===== config.mk =====
export PLATFORM = sky130hd
export DESIGN_NAME = decode_stage_hazard_flat
export DESIGN_NICKNAME = d
export VERILOG_FILES = /design/src/rtl/decode_stage_hazard_if.sv /design/src/rtl/decode_stage_hazard.sv /design/src/flat_wrapper.sv
export SDC_FILE = /design/constraint.sdc
export NUM_CORES = 2
export LEC_CHECK = 0
export ABC_CLOCK_PERIOD_IN_PS = 6250
export CAP_MARGIN = 25
export CORE_AREA = 2 2 413 292
export CTS_CLUSTER_DIAMETER = 80
export DETAILED_ROUTE_END_ITERATION = 8
export DIE_AREA = 0 0 415 294
export MAX_ROUTING_LAYER = met4
export PLACE_DENSITY_LB_ADDON = 0.12
export SYNTH_ARGS = -nofsm -noshare
export SYNTH_HDL_FRONTEND = slang
export SYNTH_SLANG_ARGS = --single-unit
export TNS_END_PERCENT = 10

===== constraint.sdc =====
create_clock -name clk -period 6.25 [get_ports clk]
set_clock_uncertainty 0.1 [all_clocks]
set_input_delay 0.9375 -clock clk [delete_from_list [all_inputs] [get_ports clk]]
set_output_delay 0.9375 -clock clk [all_outputs]
set_load 0.005 [all_outputs]

===== src/rtl/decode_stage_hazard_if.sv =====
// decode_stage_hazard_if: IF/WB/EX-facing signals of the decode stage, grouped for the ID/EX boundary
interface decode_stage_hazard_if #(
    parameter int B = 32,
    parameter int W = 5
);
    logic         if_valid;
    logic [B-1:0] instruction;
    logic [B-1:0] pc_incrementado_in;
    logic         RegWrite;
    logic [W-1:0] address_write;
    logic [B-1:0] data_write;
    logic         ex_flush;
    logic         stall_if;
    logic         id_valid;
    logic [B-1:0] pc_incrementado_out;
    logic [B-1:0] reg_data1;
    logic [B-1:0] reg_data2;
    logic [B-1:0] sgn_extend_data_imm;
    logic [W-1:0] rs;
    logic [W-1:0] rt;
    logic [W-1:0] rd;
    logic         wb_RegWrite_out;
    logic         wb_MemtoReg_out;
    logic         m_Branch_out;
    logic         m_MemRead_out;
    logic         m_MemWrite_out;
    logic         ex_RegDst_out;
    logic         ex_ALUSrc_out;
    logic [1:0]   ex_ALUOp_out;
    logic         illegal_op_out;

    modport master (
        output if_valid, instruction, pc_incrementado_in, RegWrite, address_write, data_write, ex_flush,
        input  stall_if, id_valid, pc_incrementado_out, reg_data1, reg_data2, sgn_extend_data_imm,
               rs, rt, rd, wb_RegWrite_out, wb_MemtoReg_out, m_Branch_out, m_MemRead_out,
               m_MemWrite_out, ex_RegDst_out, ex_ALUSrc_out, ex_ALUOp_out, illegal_op_out
    );

    modport slave (
        input  if_valid, instruction, pc_incrementado_in, RegWrite, address_write, data_write, ex_flush,
        output stall_if, id_valid, pc_incrementado_out, reg_data1, reg_data2, sgn_extend_data_imm,
               rs, rt, rd, wb_RegWrite_out, wb_MemtoReg_out, m_Branch_out, m_MemRead_out,
               m_MemWrite_out, ex_RegDst_out, ex_ALUSrc_out, ex_ALUOp_out, illegal_op_out
    );
endinterface


===== src/rtl/decode_stage_hazard.sv =====
// decode_stage_hazard: MIPS-style ID stage with register file, control decode, load-use stall and ID/EX register
module decode_stage_hazard #(
    parameter int B = 32,
    parameter int W = 5
) (
    input logic                 clk,
    input logic                 reset,
    decode_stage_hazard_if.slave bus
);
    localparam int N = 2 ** W;
    logic [B-1:0] regs [N];
    logic [5:0]   opcode;
    logic [W-1:0] rs_a, rt_a, rd_a;
    logic [B-1:0] rd1, rd2, imm;
    logic         is_r, is_lw, is_sw, is_beq, known, uses_rt, v, load_use, bubble;

    assign opcode  = bus.instruction[31:26];
    assign rs_a    = W'(bus.instruction[25:21]);
    assign rt_a    = W'(bus.instruction[20:16]);
    assign rd_a    = W'(bus.instruction[15:11]);
    assign is_r    = opcode == 6'b000000;
    assign is_lw   = opcode == 6'b100011;
    assign is_sw   = opcode == 6'b101011;
    assign is_beq  = opcode == 6'b000100;
    assign known   = is_r | is_lw | is_sw | is_beq;
    assign uses_rt = is_r | is_sw | is_beq;
    assign v       = bus.if_valid;
    assign imm     = {{(B-16){bus.instruction[15]}}, bus.instruction[15:0]};

    // a nonzero read address matching the WB address implies address_write != 0
    assign rd1 = rs_a == '0 ? '0 : (bus.RegWrite && bus.address_write == rs_a) ? bus.data_write : regs[rs_a];
    assign rd2 = rt_a == '0 ? '0 : (bus.RegWrite && bus.address_write == rt_a) ? bus.data_write : regs[rt_a];

    assign load_use = bus.id_valid & bus.m_MemRead_out & (bus.rt != '0) & v &
                      ((bus.rt == rs_a) | ((bus.rt == rt_a) & uses_rt));
    assign bus.stall_if = load_use & ~bus.ex_flush;
    assign bubble = bus.ex_flush | bus.stall_if;

    always_ff @(posedge clk) begin
        if (reset)
            for (int i = 0; i < N; i++) regs[i] <= '0;
        else if (bus.RegWrite && bus.address_write != '0)
            regs[bus.address_write] <= bus.data_write;
    end

    // flush and stall both insert a fully cleared bubble
    always_ff @(posedge clk) begin
        if (reset || bubble) begin
            bus.id_valid            <= 1'b0;
            bus.pc_incrementado_out <= '0;
            bus.reg_data1           <= '0;
            bus.reg_data2           <= '0;
            bus.sgn_extend_data_imm <= '0;
            bus.rs                  <= '0;
            bus.rt                  <= '0;
            bus.rd                  <= '0;
            bus.wb_RegWrite_out     <= 1'b0;
            bus.wb_MemtoReg_out     <= 1'b0;
            bus.m_Branch_out        <= 1'b0;
            bus.m_MemRead_out       <= 1'b0;
            bus.m_MemWrite_out      <= 1'b0;
            bus.ex_RegDst_out       <= 1'b0;
            bus.ex_ALUSrc_out       <= 1'b0;
            bus.ex_ALUOp_out        <= 2'b00;
            bus.illegal_op_out      <= 1'b0;
        end else begin
            bus.id_valid            <= v;
            bus.pc_incrementado_out <= bus.pc_incrementado_in;
            bus.reg_data1           <= rd1;
            bus.reg_data2           <= rd2;
            bus.sgn_extend_data_imm <= imm;
            bus.rs                  <= rs_a;
            bus.rt                  <= rt_a;
            bus.rd                  <= rd_a;
            bus.wb_RegWrite_out     <= v & (is_r | is_lw);
            bus.wb_MemtoReg_out     <= v & is_lw;
            bus.m_Branch_out        <= v & is_beq;
            bus.m_MemRead_out       <= v & is_lw;
            bus.m_MemWrite_out      <= v & is_sw;
            bus.ex_RegDst_out       <= v & is_r;
            bus.ex_ALUSrc_out       <= v & (is_lw | is_sw);
            bus.ex_ALUOp_out        <= v ? {is_r, is_beq} : 2'b00;
            bus.illegal_op_out      <= v & ~known;
        end
    end
endmodule


===== src/flat_wrapper.sv =====
// flat-port wrapper written by rule: the top's interface ports become plain ports
module decode_stage_hazard_flat 
#(
    parameter int B = 32,
    parameter int W = 5
)
  (clk, reset, bus_if_valid, bus_instruction, bus_pc_incrementado_in, bus_RegWrite, bus_address_write, bus_data_write, bus_ex_flush, bus_stall_if, bus_id_valid, bus_pc_incrementado_out, bus_reg_data1, bus_reg_data2, bus_sgn_extend_data_imm, bus_rs, bus_rt, bus_rd, bus_wb_RegWrite_out, bus_wb_MemtoReg_out, bus_m_Branch_out, bus_m_MemRead_out, bus_m_MemWrite_out, bus_ex_RegDst_out, bus_ex_ALUSrc_out, bus_ex_ALUOp_out, bus_illegal_op_out);
  decode_stage_hazard_if #(.B(B), .W(W)) bus_i ();
  input logic clk;
  input logic reset;
  input wire logic [$bits(bus_i.if_valid)-1:0] bus_if_valid;
  input wire logic [$bits(bus_i.instruction)-1:0] bus_instruction;
  input wire logic [$bits(bus_i.pc_incrementado_in)-1:0] bus_pc_incrementado_in;
  input wire logic [$bits(bus_i.RegWrite)-1:0] bus_RegWrite;
  input wire logic [$bits(bus_i.address_write)-1:0] bus_address_write;
  input wire logic [$bits(bus_i.data_write)-1:0] bus_data_write;
  input wire logic [$bits(bus_i.ex_flush)-1:0] bus_ex_flush;
  output wire logic [$bits(bus_i.stall_if)-1:0] bus_stall_if;
  output wire logic [$bits(bus_i.id_valid)-1:0] bus_id_valid;
  output wire logic [$bits(bus_i.pc_incrementado_out)-1:0] bus_pc_incrementado_out;
  output wire logic [$bits(bus_i.reg_data1)-1:0] bus_reg_data1;
  output wire logic [$bits(bus_i.reg_data2)-1:0] bus_reg_data2;
  output wire logic [$bits(bus_i.sgn_extend_data_imm)-1:0] bus_sgn_extend_data_imm;
  output wire logic [$bits(bus_i.rs)-1:0] bus_rs;
  output wire logic [$bits(bus_i.rt)-1:0] bus_rt;
  output wire logic [$bits(bus_i.rd)-1:0] bus_rd;
  output wire logic [$bits(bus_i.wb_RegWrite_out)-1:0] bus_wb_RegWrite_out;
  output wire logic [$bits(bus_i.wb_MemtoReg_out)-1:0] bus_wb_MemtoReg_out;
  output wire logic [$bits(bus_i.m_Branch_out)-1:0] bus_m_Branch_out;
  output wire logic [$bits(bus_i.m_MemRead_out)-1:0] bus_m_MemRead_out;
  output wire logic [$bits(bus_i.m_MemWrite_out)-1:0] bus_m_MemWrite_out;
  output wire logic [$bits(bus_i.ex_RegDst_out)-1:0] bus_ex_RegDst_out;
  output wire logic [$bits(bus_i.ex_ALUSrc_out)-1:0] bus_ex_ALUSrc_out;
  output wire logic [$bits(bus_i.ex_ALUOp_out)-1:0] bus_ex_ALUOp_out;
  output wire logic [$bits(bus_i.illegal_op_out)-1:0] bus_illegal_op_out;
  assign bus_i.if_valid = bus_if_valid;
  assign bus_i.instruction = bus_instruction;
  assign bus_i.pc_incrementado_in = bus_pc_incrementado_in;
  assign bus_i.RegWrite = bus_RegWrite;
  assign bus_i.address_write = bus_address_write;
  assign bus_i.data_write = bus_data_write;
  assign bus_i.ex_flush = bus_ex_flush;
  assign bus_stall_if = bus_i.stall_if;
  assign bus_id_valid = bus_i.id_valid;
  assign bus_pc_incrementado_out = bus_i.pc_incrementado_out;
  assign bus_reg_data1 = bus_i.reg_data1;
  assign bus_reg_data2 = bus_i.reg_data2;
  assign bus_sgn_extend_data_imm = bus_i.sgn_extend_data_imm;
  assign bus_rs = bus_i.rs;
  assign bus_rt = bus_i.rt;
  assign bus_rd = bus_i.rd;
  assign bus_wb_RegWrite_out = bus_i.wb_RegWrite_out;
  assign bus_wb_MemtoReg_out = bus_i.wb_MemtoReg_out;
  assign bus_m_Branch_out = bus_i.m_Branch_out;
  assign bus_m_MemRead_out = bus_i.m_MemRead_out;
  assign bus_m_MemWrite_out = bus_i.m_MemWrite_out;
  assign bus_ex_RegDst_out = bus_i.ex_RegDst_out;
  assign bus_ex_ALUSrc_out = bus_i.ex_ALUSrc_out;
  assign bus_ex_ALUOp_out = bus_i.ex_ALUOp_out;
  assign bus_illegal_op_out = bus_i.illegal_op_out;
  decode_stage_hazard #(.B(B), .W(W)) u_core (.clk(clk), .reset(reset), .bus(bus_i));
endmodule

==> summary by stage <==
Outcome
The run finished with clean final reports.

Timing
The final-report hold violation count was 0. In the final timing run, aggregate negative setup slack is 0 ns. The final period demand of the worst path is about 4.5 ns. The smallest setup slack after layout is 1.769 ns. The actual transition at the worst max-transition pin is between 1 and 1.5 ns.

In the finished design, the share of the clock period the worst path needs comes to 0.7169. The upper clock frequency limit is 0.2232 GHz. Setup repair after global routing left no endpoint under its margin. The final number of setup-violating endpoints is 0. Headroom to the max-slew limit came out at 0.2194.

The number of max-slew violations in the final report came to 0.

Place
The estimated wirelength of the detail-placed design is between 100000 and 150000 microns. The count of input and output buffers is between 200 and 300. Once placement completed, the tool counted placed cells totaling between 5000 and 6000. The placement-stage worst setup slack is 1.293 ns. The routability congestion estimate from global placement is just under 0.9.

Die
The horizontal die dimension is around 420 microns. The number of primary I/O pins is between 200 and 300. The initialized floorplan defines about 110 standard-cell rows. The die is 294 microns tall. The region available for standard cell placement spans roughly 120000 sq um. The area enclosed by the die boundary is 122000 sq um. For this configuration, the core starts out at a cell density of 0.4957.

Detailed routing
The wire length after detailed routing is 194300 microns. In this run, the number of DRC markers left after iteration 0 of detailed routing was between 5000 and 6000. The post-detailed-route DRC marker count is 0. The number of optimization iterations in the first detailed-route pass is 5. The detailed-route wire length per cell is ~34 microns. The number of vias per cell is 6.463. The via count is around 37000. The residual antenna-violating net count after detailed routing is 0.

Worst setup path
On the worst path, the slowest cell contributes a delay of between 0.6 and 0.7 ns. The critical path data arrival time is around 3.4 ns. The endpoint of the worst-slack reg-to-reg timing path is u_core.bus.reg_data1[12]$_SDFF_PP0_. The worst setup path is launched from a primary input.

Walking the worst path, the cells encountered are clkdlybuf4s50_1 > nor4_1 > o21ba_2 > nor4b_4 > nor2_1 > nor2_1 > clkdlybuf4s50_1. Counting both buffers and inverters, the worst setup path holds a total of 2. STA classifies the critical path endpoint as a primary output. STA puts the critical path data required time at 5.21 ns.

The logic depth of the worst register-to-register path is 6. The category of the critical setup timing path is primary input to primary output. The maximum net fanout on the critical path is 4.

The worst flop-to-flop path startpoint is u_core.bus.rt[0]$_SDFF_PP0_. The kind of cell with the highest combined delay along the critical path is simple AND/OR/NAND/NOR gates. The register-to-register path setup slack is about 2.9 ns. The slowest cell on the critical path is sky130_fd_sc_hd__nor4b_4.

Hold path
The source of the worst hold timing path is reset. The kind of path behind the tightest hold check is primary input to flip-flop. The worst min-delay path endpoint is u_core.regs[0][4]$_SDFFCE_PN0P_. The worst hold path depth is 1.

Pwr
Across the VDD grid, the largest voltage drop is 0.2110 mV. The power density over cell area is between 200 and 300 nW/um^2. For this design the static power due to leakage is about 23 nW.

Global routing
The first-pass GRT wire length is between 200000 and 300000 microns. The via count of the first global-routing pass is about 36000. The number of antenna violations at the first check in global routing is 11. The maximum number of pins on one net before global-route repair is 76.

The global router's overall resource usage is 0.3284. The total grt overflow is 0.

Yosys
The biggest area contributor in the post-synthesis netlist is sky130_fd_sc_hd__edfxtp_1. In this run the mean area of a mapped cell was 14.92 sq um. Ranked by total cell area, the synthesized netlist is headed by sky130_fd_sc_hd__edfxtp_1 (52%), sky130_fd_sc_hd__mux4_2 (18%), sky130_fd_sc_hd__and2_1 (9.9%). The share of the Yosys chip area taken by registers is 0.5694. By count the netlist is led by sky130_fd_sc_hd__edfxtp_1 (1024), sky130_fd_sc_hd__and2_1 (929), sky130_fd_sc_hd__mux4_2 (476).

The leading cell type by number of instances after synthesis is sky130_fd_sc_hd__edfxtp_1. Of the post-synthesis cell area, the dominant cell type holds 0.5243. After synthesis, the share of flip-flops with an asynchronous set or reset is 0. Yosys printed 0 warnings. The flop and latch count out of synthesis is around 1200. The most used flip-flop cell after synthesis is sky130_fd_sc_hd__edfxtp_1. The count of unique library cells instantiated by Yosys is 53.

The cell count after synthesis came out at ~3900. After synthesis the cells add up to 58650 sq um. The synthesized design contains 1024 enable-type register cells.

Clock network
The number of cells upsized or downsized after cts is 0. For this design, the CTS-stage hold fixing added 0 buffers. TritonCTS built the clock tree. The count of clock tree sinks is approximately 1200.

Counting the buffers created by CTS gives about 120. At the later pin of the worst-skew pair, clock insertion delay measures roughly 0.75 ns. The maximum count of clock buffers along a single path is 3. The tree is rooted in a sky130_fd_sc_hd__clkbuf_16. The number of H-tree levels is 3. The number of setup buffers added after CTS is 0.

Clock-pin slew was measured on the worst setup and hold paths at around 0.060 ns.

Finish
The non-filler instance count after layout is around 5700. The number of nets in the final layout is around 4200. Of the cells placed in the final design, the portion with a size suffix greater than 1 is 0.2252. Counting the fill cells in the layout gives around 9300. In the final layout, the multi-input gates occupy approximately 24000 sq um. Compared with the post-synthesis result, the final layout area differs by 13.80%. Registers take between 30000 and 40000 sq um.

Flow run
Max-cap violations in this run came to 0.
## registers in the layout (all words and copies together) (netlist names)
signal                          count
u_core.regs                      1024
u_core.bus.wb_MemtoReg_out          1
u_core.bus.pc_incrementado_out     32
u_core.bus.id_valid                 1
u_core.bus.m_Branch_out             1
u_core.bus.illegal_op_out           1
u_core.bus.rd                       5
u_core.bus.ex_RegDst_out            1
u_core.bus.reg_data2               32
u_core.bus.rt                       5
u_core.bus.ex_ALUOp_out             2
u_core.bus.sgn_extend_data_imm     11
u_core.bus.m_MemWrite_out           1
u_core.bus.rs                       5
u_core.bus.ex_ALUSrc_out            1
u_core.bus.reg_data1               32
u_core.bus.wb_RegWrite_out          1
## cell usage in the layout, fill, tap and decap left out, types with 12 or more instances in the layout
master	n
sky130_fd_sc_hd__a221oi_1	40
sky130_fd_sc_hd__a22o_1	24
sky130_fd_sc_hd__clkbuf_8	17
sky130_fd_sc_hd__or2_2	33
sky130_fd_sc_hd__mux4_2	476
sky130_fd_sc_hd__buf_4	151
sky130_fd_sc_hd__clkinv_2	17
sky130_fd_sc_hd__nor2_1	75
sky130_fd_sc_hd__edfxtp_1	1024
sky130_fd_sc_hd__o22ai_1	84
sky130_fd_sc_hd__nand2_1	12
sky130_fd_sc_hd__mux2_2	35
sky130_fd_sc_hd__dfxtp_1	132
sky130_fd_sc_hd__o221ai_1	19
sky130_fd_sc_hd__conb_1	32
sky130_fd_sc_hd__and2_1	929
sky130_fd_sc_hd__mux2i_1	260
sky130_fd_sc_hd__nor3_1	129
sky130_fd_sc_hd__xnor2_1	15
sky130_fd_sc_hd__clkbuf_16	117
sky130_fd_sc_hd__clkdlybuf4s50_1	250
sky130_fd_sc_hd__a21oi_1	18
sky130_fd_sc_hd__clkbuf_1	39
sky130_fd_sc_hd__nor2_4	22
sky130_fd_sc_hd__a211oi_1	34
sky130_fd_sc_hd__a211o_1	12
sky130_fd_sc_hd__clkinv_1	13
## routing by layer
metal | global-route usage | wire length, microns
met5 | - | 0
met4 | 0.1206 | 7972
met3 | 0.09184 | 23530
met2 | 0.4635 | 84760
met1 | 0.4554 | 78050
## kinds of logic after synthesis
kind of cell | synth area share
xor gates and xnor gates | 0.002987
and+or+nand+nor | 0.1273
buffers and inverters | 0.03384
AOI/OAI and AO/OA | 0.03256
DFF | 0.5694
other | 0.00006394
muxes | 0.2339
## report_power, final
| group | total [mW] | leakage, nW | switching [mW] | internal [mW] |
|---|---|---|---|---|
| clock network | 6.77 | 1.77 | 3.07 | 3.70 |
| logic | 2.18 | 10.5 | 1.22 | 0.962 |
| registers | 9.06 | 10.8 | 0.238 | 8.82 |
## through the flow
stage	util	area (sq um)	total power, mW	hold slack (ns)
6_report	0.5642	66740	18.01	0.5594
5_1_grt	0.5641	66740	18.47	0.5356
4_1_cts	0.5640	66730	18.02	0.5165
3_5_place_dp	0.5337	63140	11.36	0.7732
3_3_place_gp	0.5317	62900	11.32	0.7695
2_1_floorplan	-	58760	10.41	0.6700
## worst max-delay path by stage
stage | from | to | slack [ns] | cells past startpoint
2_1_floorplan | bus_instruction[26] | bus_stall_if | 3.13 | 5
3_3_place_gp | bus_RegWrite | u_core.regs[17][14]$_SDFFCE_PN0P_ | 1.35 | 7
3_5_place_dp | bus_RegWrite | u_core.regs[17][7]$_SDFFCE_PN0P_ | 1.29 | 7
4_1_cts | bus_instruction[26] | bus_stall_if | 1.74 | 7
5_1_grt | bus_instruction[26] | bus_stall_if | 1.51 | 7
6_report | bus_instruction[26] | bus_stall_if | 1.77 | 7
## final cells by class
cell class,count,area share
Antenna cell,6,0.0002250
Timing Repair Buffer,428,0.06209
Clock inverter,38,0.003768
Inverter,6,0.0003374
Tap cell,1566,0.02936
Clock buffer,178,0.04998
Sequential cell,1156,0.5003
Multi-Input combinational cell,2341,0.3539
No activity file was read; power rests on OpenSTA's default activity.
